===== src/rtl/uart_rx_word_assembler.sv =====
// 8N1 UART receiver packing four bytes (first byte in [31:24]) into a 32-bit word.
// Optional idle flush of partial words: define RX_TIMEOUT_EN.
module uart_rx_word_assembler #(
  parameter int unsigned CLKS_PER_BIT = 868,
  parameter int unsigned TIMEOUT_BITS = 20
) (
  input  logic        clk,
  input  logic        reset,
  input  logic        rx_i,
  output logic [31:0] data_o,
  output logic        valid_o,
  output logic        frame_err_o,
  output logic        timeout_o,
  output logic        busy_o
);

  localparam int unsigned CW = $clog2(CLKS_PER_BIT);
  localparam logic [CW-1:0] BIT_LAST  = CW'(CLKS_PER_BIT - 1);
  localparam logic [CW-1:0] HALF_LAST = CW'(CLKS_PER_BIT / 2 - 1);

  localparam logic [1:0] S_IDLE  = 2'd0;
  localparam logic [1:0] S_START = 2'd1;
  localparam logic [1:0] S_DATA  = 2'd2;
  localparam logic [1:0] S_STOP  = 2'd3;

  if (CLKS_PER_BIT < 4 || TIMEOUT_BITS == 0) begin : g_bad_cfg
    $error("uart_rx_word_assembler: CLKS_PER_BIT must be >= 4 and TIMEOUT_BITS > 0");
  end

  logic          rx_meta_q, rx_s_q;
  logic [1:0]    state_q, state_d;
  logic [CW-1:0] cnt_q, cnt_d;
  logic [2:0]    idx_q, idx_d;
  logic [7:0]    shift_q, shift_d;
  logic [23:0]   word_q, word_d;
  logic [1:0]    byte_cnt_q, byte_cnt_d;
  logic [31:0]   data_q, data_d;
  logic          valid_q, valid_d;
  logic          ferr_q, ferr_d;

`ifdef RX_TIMEOUT_EN
  localparam int unsigned TW = $clog2(TIMEOUT_BITS * CLKS_PER_BIT + 1);
  localparam logic [TW-1:0] TO_LAST = TW'(TIMEOUT_BITS * CLKS_PER_BIT - 1);
  logic [TW-1:0] idle_q, idle_d;
  logic          to_q, to_d;
`endif

  always_comb begin
    state_d    = state_q;
    cnt_d      = cnt_q;
    idx_d      = idx_q;
    shift_d    = shift_q;
    word_d     = word_q;
    byte_cnt_d = byte_cnt_q;
    data_d     = data_q;
    valid_d    = 1'b0;
    ferr_d     = 1'b0;
    case (state_q)
      S_IDLE: begin
        if (!rx_s_q) begin
          state_d = S_START;
          cnt_d   = '0;
        end
      end
      S_START: begin
        if (cnt_q == HALF_LAST) begin
          cnt_d   = '0;
          idx_d   = '0;
          state_d = rx_s_q ? S_IDLE : S_DATA;
        end else begin
          cnt_d = cnt_q + 1'b1;
        end
      end
      S_DATA: begin
        if (cnt_q == BIT_LAST) begin
          cnt_d   = '0;
          shift_d = {rx_s_q, shift_q[7:1]};
          if (idx_q == 3'd7) state_d = S_STOP;
          else               idx_d   = idx_q + 1'b1;
        end else begin
          cnt_d = cnt_q + 1'b1;
        end
      end
      S_STOP: begin
        if (cnt_q == BIT_LAST) begin
          // Leave at mid-stop-bit so a back-to-back start edge is not missed
          state_d = S_IDLE;
          cnt_d   = '0;
          if (rx_s_q) begin
            word_d     = {word_q[15:0], shift_q};
            byte_cnt_d = byte_cnt_q + 1'b1;
            if (byte_cnt_q == 2'd3) begin
              data_d  = {word_q, shift_q};
              valid_d = 1'b1;
            end
          end else begin
            ferr_d     = 1'b1;
            byte_cnt_d = '0;
          end
        end else begin
          cnt_d = cnt_q + 1'b1;
        end
      end
      default: state_d = S_IDLE;
    endcase
  end

`ifdef RX_TIMEOUT_EN
  always_comb begin
    idle_d = '0;
    to_d   = 1'b0;
    if (state_q == S_IDLE && byte_cnt_q != 2'd0 && rx_s_q) begin
      if (idle_q == TO_LAST) begin
        to_d = 1'b1;
      end else begin
        idle_d = idle_q + 1'b1;
      end
    end
  end

  always_ff @(posedge clk) begin
    if (reset) begin
      idle_q <= '0;
      to_q   <= 1'b0;
    end else begin
      idle_q <= idle_d;
      to_q   <= to_d;
    end
  end

  assign timeout_o = to_q;
`else
  assign timeout_o = 1'b0;
`endif

  always_ff @(posedge clk) begin
    if (reset) begin
      rx_meta_q  <= 1'b1;
      rx_s_q     <= 1'b1;
      state_q    <= S_IDLE;
      cnt_q      <= '0;
      idx_q      <= '0;
      shift_q    <= '0;
      word_q     <= '0;
      byte_cnt_q <= '0;
      data_q     <= '0;
      valid_q    <= 1'b0;
      ferr_q     <= 1'b0;
    end else begin
      rx_meta_q  <= rx_i;
      rx_s_q     <= rx_meta_q;
      state_q    <= state_d;
      cnt_q      <= cnt_d;
      idx_q      <= idx_d;
      shift_q    <= shift_d;
      word_q     <= word_d;
`ifdef RX_TIMEOUT_EN
      byte_cnt_q <= to_d ? 2'd0 : byte_cnt_d;
`else
      byte_cnt_q <= byte_cnt_d;
`endif
      data_q     <= data_d;
      valid_q    <= valid_d;
      ferr_q     <= ferr_d;
    end
  end

  assign data_o      = data_q;
  assign valid_o     = valid_q;
  assign frame_err_o = ferr_q;
  assign busy_o      = (state_q != S_IDLE);

endmodule


===== config.mk =====
export PLATFORM = sky130hd
export DESIGN_NAME = uart_rx_word_assembler
export DESIGN_NICKNAME = d
export VERILOG_FILES = /design/src/rtl/uart_rx_word_assembler.sv
export SDC_FILE = /design/constraint.sdc
export NUM_CORES = 1
export LEC_CHECK = 0
export ABC_CLOCK_PERIOD_IN_PS = 2500
export CAP_MARGIN = 20
export CORE_MARGIN = 10
export CORE_UTILIZATION = 35
export DETAILED_ROUTE_END_ITERATION = 10
export PLACE_DENSITY = 0.65
export SLEW_MARGIN = 20
export SYNTH_ARGS = -nofsm -noshare
export SYNTH_HDL_FRONTEND = slang
export SYNTH_SLANG_ARGS = --single-unit

===== constraint.sdc =====
create_clock -name clk -period 2.5 [get_ports clk]
set_input_delay 0.5 -clock clk [delete_from_list [all_inputs] [get_ports clk]]
set_output_delay 0.5 -clock clk [all_outputs]
set_load 0.02 [all_outputs]

==> parameters.txt, run 1 <==
Parameter                              Value

Clock network
  Buffer cell driving the clock tree root ... sky130_fd_sc_hd__clkbuf_8
  Post-CTS Setup Repair Bufs ... 0
  Clock latency of the later-clocked register in the worst-skew pair ... about 0.35 ns
  Clock tree from TritonCTS ... yes
  Maximum buffer depth of the clock tree ... 2
  Number of buffers created by CTS ... 9
  Post-CTS Hold Buffers ... 0
  Clock sink count ... 85
  CTS clk-pin slew, worst paths ... 0.09 ns
  Htree depth ... 3
  Cts repair resizes ... 0

Power
  Design internal power ... ~1.9 mW
  Net switching power ... 545 µW
  Combinational cell fraction of total power ... ~2.3%
  Sw frac ... 22.6%
  Sequential share of power ... between 50 and 60%
  Static Leakage ... ~1.3 nW
  Largest vdd supply drop ... 0.000305 V
  Share of power burned in the clock network ... approximately two fifths
  Cell Pwr Density ... between 600 and 700 mW/mm²

Global route
  Met1 routing resource usage after global routing ... between 10% and 20%
  Number of global-route vias before repair ... roughly 2600
  Global routing met2 resource utilization ... 17.2%
  Grt met3 use ... under 10%
  Maximum number of pins on one net before global-route repair ... 86
  Remaining Overflow, GRT ... 0
  Top Usage Layer GRT ... met2
  Global-route wire length before repair ... 12.4 mm
  Antenna violations before repair ... 0
  Total routing usage reported by global routing ... approximately a tenth

Floorplan
  Chip Width ... between 100 and 150 µm
  Overall die area ... around 0.014 mm²
  Initial standard-cell utilization of the core ... approximately 36%
  Ports placed on the boundary ... 39
  Num rows ... 35
  Core Region ... just over 0.009 mm²
  Die H ... about 120 µm

Timing
  Final critical-path share of the clock period ... between 80% and 90%
  Max-slew violation count ... 0
  Total negative slack ... 0 ns
  RSZ-0062 raised after global routing ... false
  Clock period minus worst slack ... 2.23 ns
  Achievable frequency ... 0.448 GHz
  Fin. Hold Viols ... 0
  Skew final ... about 0.011 ns
  Total of endpoints with negative setup slack in the final report ... 0

Cells and area
  Layout Cells excl Fill ... roughly 570
  Leading cell type in the layout, fill and taps excluded ... sky130_fd_sc_hd__nand2_1
  Number of diodes ... 0
  Fraction of final layout cells sized beyond drive strength 1 ... roughly 7.7%
  Layout filler cell count ... approximately 900
  Most used cells in the layout excluding fill and tap cells ... sky130_fd_sc_hd__nand2_1, sky130_fd_sc_hd__dfxtp_1, sky130_fd_sc_hd__a21oi_1
  Layout area overhead ... 20.8%
  Final #Nets ... around 450

Synthesis
  Post-synth top area share ... between 50% and 60%
  Flip-flop and latch count after synthesis ... 85
  Per-instance average area after synthesis ... slightly above 8 µm²
  Yosys warns ... 0
  Count of unique library cells instantiated by Yosys ... between 40 and 50
  Sequential-to-total area share from yosys stat ... 51.3%
  Cells taking the most area after synthesis ... sky130_fd_sc_hd__dfxtp_1, sky130_fd_sc_hd__nand2_1, sky130_fd_sc_hd__a21oi_1
  Synth Cell Area ... 0.00332 mm²
  Leading area contributor after synthesis ... sky130_fd_sc_hd__dfxtp_1
  Post-synthesis net count ... 415
  Post-synthesis instance total ... between 400 and 500

Critical path
  Count of buffering cells on the critical path with inverters included ... 1
  Ordered cell list for the critical path ... ha_1, nand4bb_1, or4_4, or2_1, buf_4, nand2_1, a21oi_1
  CP max stage delay ... about 0.55 ns
  Startpoint types ... flip-flop
  Worst-path cell with the longest stage delay ... sky130_fd_sc_hd__or4_4
  Crit end category ... flip-flop
  Worst EP arrival ... between 2 and 2.5 ns
  Worst Path Max Fanout ... 22
  Critical setup path kind ... reg2reg
  Critical Path RT ... ~2.7 ns
  Largest delay contributor family on the critical path ... simple AND/OR/NAND/NOR gates

Route
  Vias ... around 2800
  Drt drc ... 0
  Routed wire length per instance ... 12.8 µm
  First drt pass iteration count ... 4
  Post-DR vias/cell ... roughly 4.8
  Final WL ... 7.33 mm
  Violation count after the first detailed-routing iteration ... 180
  Antenna viol nets, final ... 0

Min path
  Hold Crit Class ... reg2reg

Placement
  Half-perimeter wire length of the detailed placement result ... 4.95 mm
  Global placement routability congestion ... roughly 0.8
  Total placed cells including tap cells ... roughly 560
  I/O Buffers ... 37

Run status
  Outcome ... completed

Job
  Number of violations of the max-capacitance limit ... 0
==> final timing paths <==
path,startpoint,end,slack (ns),cells after the start
worst max-delay path,cnt_q[0]$_SDFFE_PP0P_,data_o[16]$_SDFFE_PP0P_,0.27,7
worst min register to register,rx_meta_q$_SDFF_PP1_,rx_s_q$_SDFF_PP1_,0.43,1
worst min-delay path,rx_meta_q$_SDFF_PP1_,rx_s_q$_SDFF_PP1_,0.43,1
worst max register to register,cnt_q[0]$_SDFFE_PP0P_,data_o[16]$_SDFFE_PP0P_,0.27,7
==> cells in the mapped netlist (all sizes together) <==
cell type  instances
and2               2
nor2              22
nor3               5
nand2            129
a21oi             67
o21bai             1
buf               12
a31oi              5
mux2i              8
o41ai              1
or3b               2
o21ai              5
o211ai             2
a211oi             2
or2                3
nand3b             2
o31a               1
conb               1
nand4bb            1
ha                 5
a22oi              1
and3               2
nor4               3
nand3              9
dfxtp             85
o21a               1
nand4              2
inv                3
nand4b             1
or4                3
or3                3
a2bb2oi            1
clkbuf            14
o31ai              1
nor2b              1
nor4b              1
==> through the flow <==
step           hold slack (ns)  power [mW]  instance area [µm²]  utilization, %  setup slack, ns
6_report                 0.432        2.41                 4010            43.4            0.269
5_1_grt                  0.447        2.51                 4010            43.4            0.127
4_1_cts                  0.438        2.44                 4010            43.3            0.149
3_5_place_dp             0.416        1.45                 3800            41.1            0.190
3_3_place_gp             0.400        1.45                 3800            41.1            0.252
2_1_floorplan            0.389        1.43                 3320               -            0.352
==> layout make-up <==
cell class / instances / area (µm²) / share of cell area [%]
Clock buffer: 10 / 138 / 3.43
Clock inverter: 6 / 71.3 / 1.78
Inverter: 3 / 11.3 / 0.281
Multi-Input combinational cell: 293 / 1470 / 36.6
Sequential cell: 85 / 1700 / 42.4
Tap cell: 129 / 161 / 4.03
Timing Repair Buffer: 46 / 458 / 11.4
==> cell families (layout without fill, tap and decap cells) <==
group           count (synthesis)  after routing  share of synthesized area (%)
compound gates                 88             88                           14.4
fa+ha+maj                       5              5                           1.89
buf+inv                        29             65                           4.60
flops                          85             85                           51.3
mux                             8              8                           2.41
other cells                     1              1                          0.113
simple gates                  191            191                           25.3
==> flip-flops by register name, summed over array words and instances (netlist names), named ones only <==
signal and cells:
valid_o 1, state_q 1, rx_s_q 1, byte_cnt_q 2, data_o 32, idx_q 3, cnt_q 10, word_q 24
frame_err_o 1, shift_q 8, rx_meta_q 1
==> power by group through the flow <==
stage | clock network (mW) | logic (mW) | registers [mW]
floorplan | 0 | 0.0413 | 1.39
global placement | 0 | 0.0553 | 1.39
detailed placement | 0 | 0.0552 | 1.39
CTS | 1.03 | 0.0553 | 1.36
global route | 1.08 | 0.0616 | 1.36
finish | 0.999 | 0.0555 | 1.36
==> routing by layer <==
layer	vias up	wire, µm
li1	1427	-
met1	1274	3260
met2	53	3580
met3	8	413
met4	0	75
met5	-	0
Note: power is estimated with default switching activity, not from simulation.
==> run 2, diff against run 1 <==
--- a/config.mk
+++ b/config.mk
@@ -8,9 +8,11 @@
 export ABC_CLOCK_PERIOD_IN_PS = 2500
 export CAP_MARGIN = 20
 export CORE_MARGIN = 10
-export CORE_UTILIZATION = 35
+export CORE_UTILIZATION = 55
+export CTS_BUF_LIST = sky130_fd_sc_hd__clkbuf_2
 export DETAILED_ROUTE_END_ITERATION = 10
-export PLACE_DENSITY = 0.65
+export PLACE_DENSITY = 0.9
+export RECOVER_POWER = 25
 export SLEW_MARGIN = 20
 export SYNTH_ARGS = -nofsm -noshare
 export SYNTH_HDL_FRONTEND = slang
==> run 2 against run 1 <==
Effect of this change: wire length shrank 0.87%; maximum frequency down 6.7%; final cell count decreased by 9.6%; setup slack worse by 0.16 ns; critical endpoint is now data_o[4]$_SDFFE_PP0P_; largest cell class unchanged; largest power group unchanged.
==> parameters.txt, run 2 (synthesis gave the netlist of run 1 again) <==
Parameter                              Value

Critical path
  Worst Path Max Fanout ... 32 (was 22)
  Depth of the worst register-to-register path ... 6 (was 7)
  Worst EP arrival ... 2.82 ns (was 2.46 ns)
  Startpoint types ... flip-flop (unchanged)
  Critical setup path kind ... reg2reg (unchanged)
  Worst r2r src ... cnt_q[8]$_SDFFE_PP0P_ (was cnt_q[0]$_SDFFE_PP0P_)
  Critical Path RT ... 2.93 ns (was 2.73 ns)
  Worst-path cell with the longest stage delay ... sky130_fd_sc_hd__or4_1 (was sky130_fd_sc_hd__or4_4)
  CP max stage delay ... 0.69 ns (was 0.55 ns)
  Register-to-register setup slack ... 0.11 ns (was 0.27 ns)
  Count of buffering cells on the critical path with inverters included ... 1 (unchanged)
  Worst r2r dst ... data_o[4]$_SDFFE_PP0P_ (was data_o[16]$_SDFFE_PP0P_)
  Crit end category ... flip-flop (unchanged)
  Ordered cell list for the critical path ... or3b_4, or4_1, or2_1, buf_4, nand2_1, a21oi_1 (was ha_1, nand4bb_1, or4_4, or2_1, buf_4, nand2_1, a21oi_1)
  Largest delay contributor family on the critical path ... simple AND/OR/NAND/NOR gates (unchanged)

Clock network
  Buffer cell driving the clock tree root ... sky130_fd_sc_hd__clkbuf_2 (was sky130_fd_sc_hd__clkbuf_8)
  Htree depth ... 3 (unchanged)
  Post-CTS Hold Buffers ... 0 (unchanged)
  CTS clk-pin slew, worst paths ... 0.24 ns (was 0.09 ns)
  Cts repair resizes ... 0 (unchanged)
  Clock tree from TritonCTS ... yes (unchanged)
  Clock sink count ... 85 (unchanged)
  Clock latency of the later-clocked register in the worst-skew pair ... 0.55 ns (was 0.35 ns)
  Post-CTS Setup Repair Bufs ... 0 (unchanged)
  Maximum buffer depth of the clock tree ... 2 (unchanged)
  Number of buffers created by CTS ... 9 (unchanged)

Cells and area
  Total area of sequential cells ... 0.00170 mm² (unchanged)
  Fraction of final layout cells sized beyond drive strength 1 ... 7.01% (was 7.67%)
  Multi-input gate area ... 0.00146 mm² (was 0.00147 mm²)
  Final #Nets ... 445 (was 446)
  Layout filler cell count ... 486 (was 910)
  Number of diodes ... 0 (unchanged)
  Largest register FFs ... 32 (unchanged)
  Leading cell type in the layout, fill and taps excluded ... sky130_fd_sc_hd__nand2_1 (unchanged)
  Most used cells in the layout excluding fill and tap cells ... sky130_fd_sc_hd__nand2_1, sky130_fd_sc_hd__dfxtp_1, sky130_fd_sc_hd__a21oi_1 (unchanged)
  Layout area overhead ... 15.4% (was 20.8%)

Timing
  Fin. Hold Viols ... 0 (unchanged)
  Max-slew violation count ... 0 (unchanged)
  RSZ-0062 raised after global routing ... false (unchanged)
  Total negative slack ... 0 ns (unchanged)
  Worst rel slew slack ... 57.8%
  Pin slew with the least headroom to its limit ... 0.633 ns
  Total of endpoints with negative setup slack in the final report ... 0 (unchanged)
  Achievable frequency ... 0.418 GHz (was 0.448 GHz)
  Final critical-path share of the clock period ... 95.6% (was 89.2%)
  Skew final ... 0.0309 ns (was 0.0113 ns)
  Clock period minus worst slack ... 2.39 ns (was 2.23 ns)

Min path
  Hold EP ... idx_q[0]$_SDFFE_PP0P_ (was rx_s_q$_SDFF_PP1_)
  Hold Crit Class ... in2reg (was reg2reg)
  Launch instance of the worst min-delay path ... reset (was rx_meta_q$_SDFF_PP1_)
  Min-Delay Path Depth ... 2 (was 1)

Route
  Post-DR vias/cell ... 5.57 (was 4.83)
  Drt drc ... 0 (unchanged)
  Routed wire length per instance ... 14.1 µm (was 12.8 µm)
  Antenna viol nets, final ... 0 (unchanged)
  First drt pass iteration count ... 4 (unchanged)
  Vias ... 2878 (was 2762)
  Violation count after the first detailed-routing iteration ... 239 (was 180)
  Final WL ... 7.27 mm (was 7.33 mm)

Floorplan
  Overall die area ... 0.00954 mm² (was 0.0138 mm²)
  Chip Width ... 97.7 µm (was 117 µm)
  Die H ... 97.7 µm (was 117 µm)
  Num rows ... 28 (was 35)
  Initial standard-cell utilization of the core ... 56.4% (was 35.9%)
  Core Region ... 0.00589 mm² (was 0.00924 mm²)
  Ports placed on the boundary ... 39 (unchanged)

Placement
  I/O Buffers ... 37 (unchanged)
  Half-perimeter wire length of the detailed placement result ... 5.00 mm (was 4.95 mm)
  Global placement routability congestion ... 0.940 (was 0.797)

Global route
  Global-route wire length before repair ... 12.6 mm (was 12.4 mm)
  Number of global-route vias before repair ... 2824 (was 2638)
  Remaining Overflow, GRT ... 0 (unchanged)
  Total routing usage reported by global routing ... 15.4% (was 10.5%)
  Antenna violations before repair ... 0 (unchanged)
  Maximum number of pins on one net before global-route repair ... 52 (was 86)

Power
  Cell Pwr Density ... 567 mW/mm² (was 602 mW/mm²)
  Total power consumption of the routed design ... 2.17 mW (was 2.41 mW)
  Static Leakage ... 1.30 nW (was 1.28 nW)
  Largest vdd supply drop ... 0.000339 V (was 0.000305 V)

Job
  Number of violations of the max-capacitance limit ... 0 (unchanged)

Run status
  Outcome ... completed (unchanged)
-- run 2: worst max path at each step --
stage / depth (start not counted) / end / from
6_report: 6 / data_o[4]$_SDFFE_PP0P_ / cnt_q[8]$_SDFFE_PP0P_
4_1_cts: 3 / busy_o / flip-flop
5_1_grt: 7 / data_o[4]$_SDFFE_PP0P_ / cnt_q[0]$_SDFFE_PP0P_
2_1_floorplan: 8 / data_o[19]$_SDFFE_PP0P_ / cnt_q[8]$_SDFFE_PP0P_
3_3_place_gp: 6 / data_o[5]$_SDFFE_PP0P_ / cnt_q[8]$_SDFFE_PP0P_
3_5_place_dp: 6 / data_o[8]$_SDFFE_PP0P_ / cnt_q[8]$_SDFFE_PP0P_
-- run 2: layout make-up --
type / instances / area share, %
Inverter: 3 / 0.294
Clock inverter: 7 / 2.06
Clock buffer: 9 / 1.18
Multi-Input combinational cell: 293 / 38.2
Tap cell: 75 / 2.45
Timing Repair Buffer: 45 / 11.3
Sequential cell: 85 / 44.4
-- run 2: worst reg2reg max path, delay by kind of cell, from the launching register on --
kind | cells | cell delay [ns]
DFF | 1 | 0.44
and+or+nand+nor | 4 | 1.53
AOI/OAI and AO/OA | 1 | 0.07
buffers and inverters | 1 | 0.24
-- run 2: per-layer routing --
layer	up-vias	track usage, %	routed length [µm]
met5	-	0	0
met4	0	9.40	176
met1	1373	16.6	3010
met3	15	2.92	299
met2	61	27.0	3780
li1	1429	-	-
-- run 2: where the power goes --
part           switching, mW  total (mW)  internal, mW
Combinational         0.0395      0.0552        0.0157
Clock                  0.503       0.750         0.247
Sequential           0.00393        1.37          1.36
Total                  0.547        2.17          1.62
-- run 2: stage by stage --
step	std cells	setup slack [ns]	utilization [%]	hold WS (ns)	cell area (µm²)
3_5_place_dp	501	0.145	63.0	0.394	3710
2_1_floorplan	407	0.352	-	0.389	3320
6_report	517	0.110	65.1	0.439	3830
4_1_cts	517	0.122	65.1	0.440	3830
3_3_place_gp	501	0.240	63.0	0.392	3710
5_1_grt	517	0.00115	65.1	0.460	3830
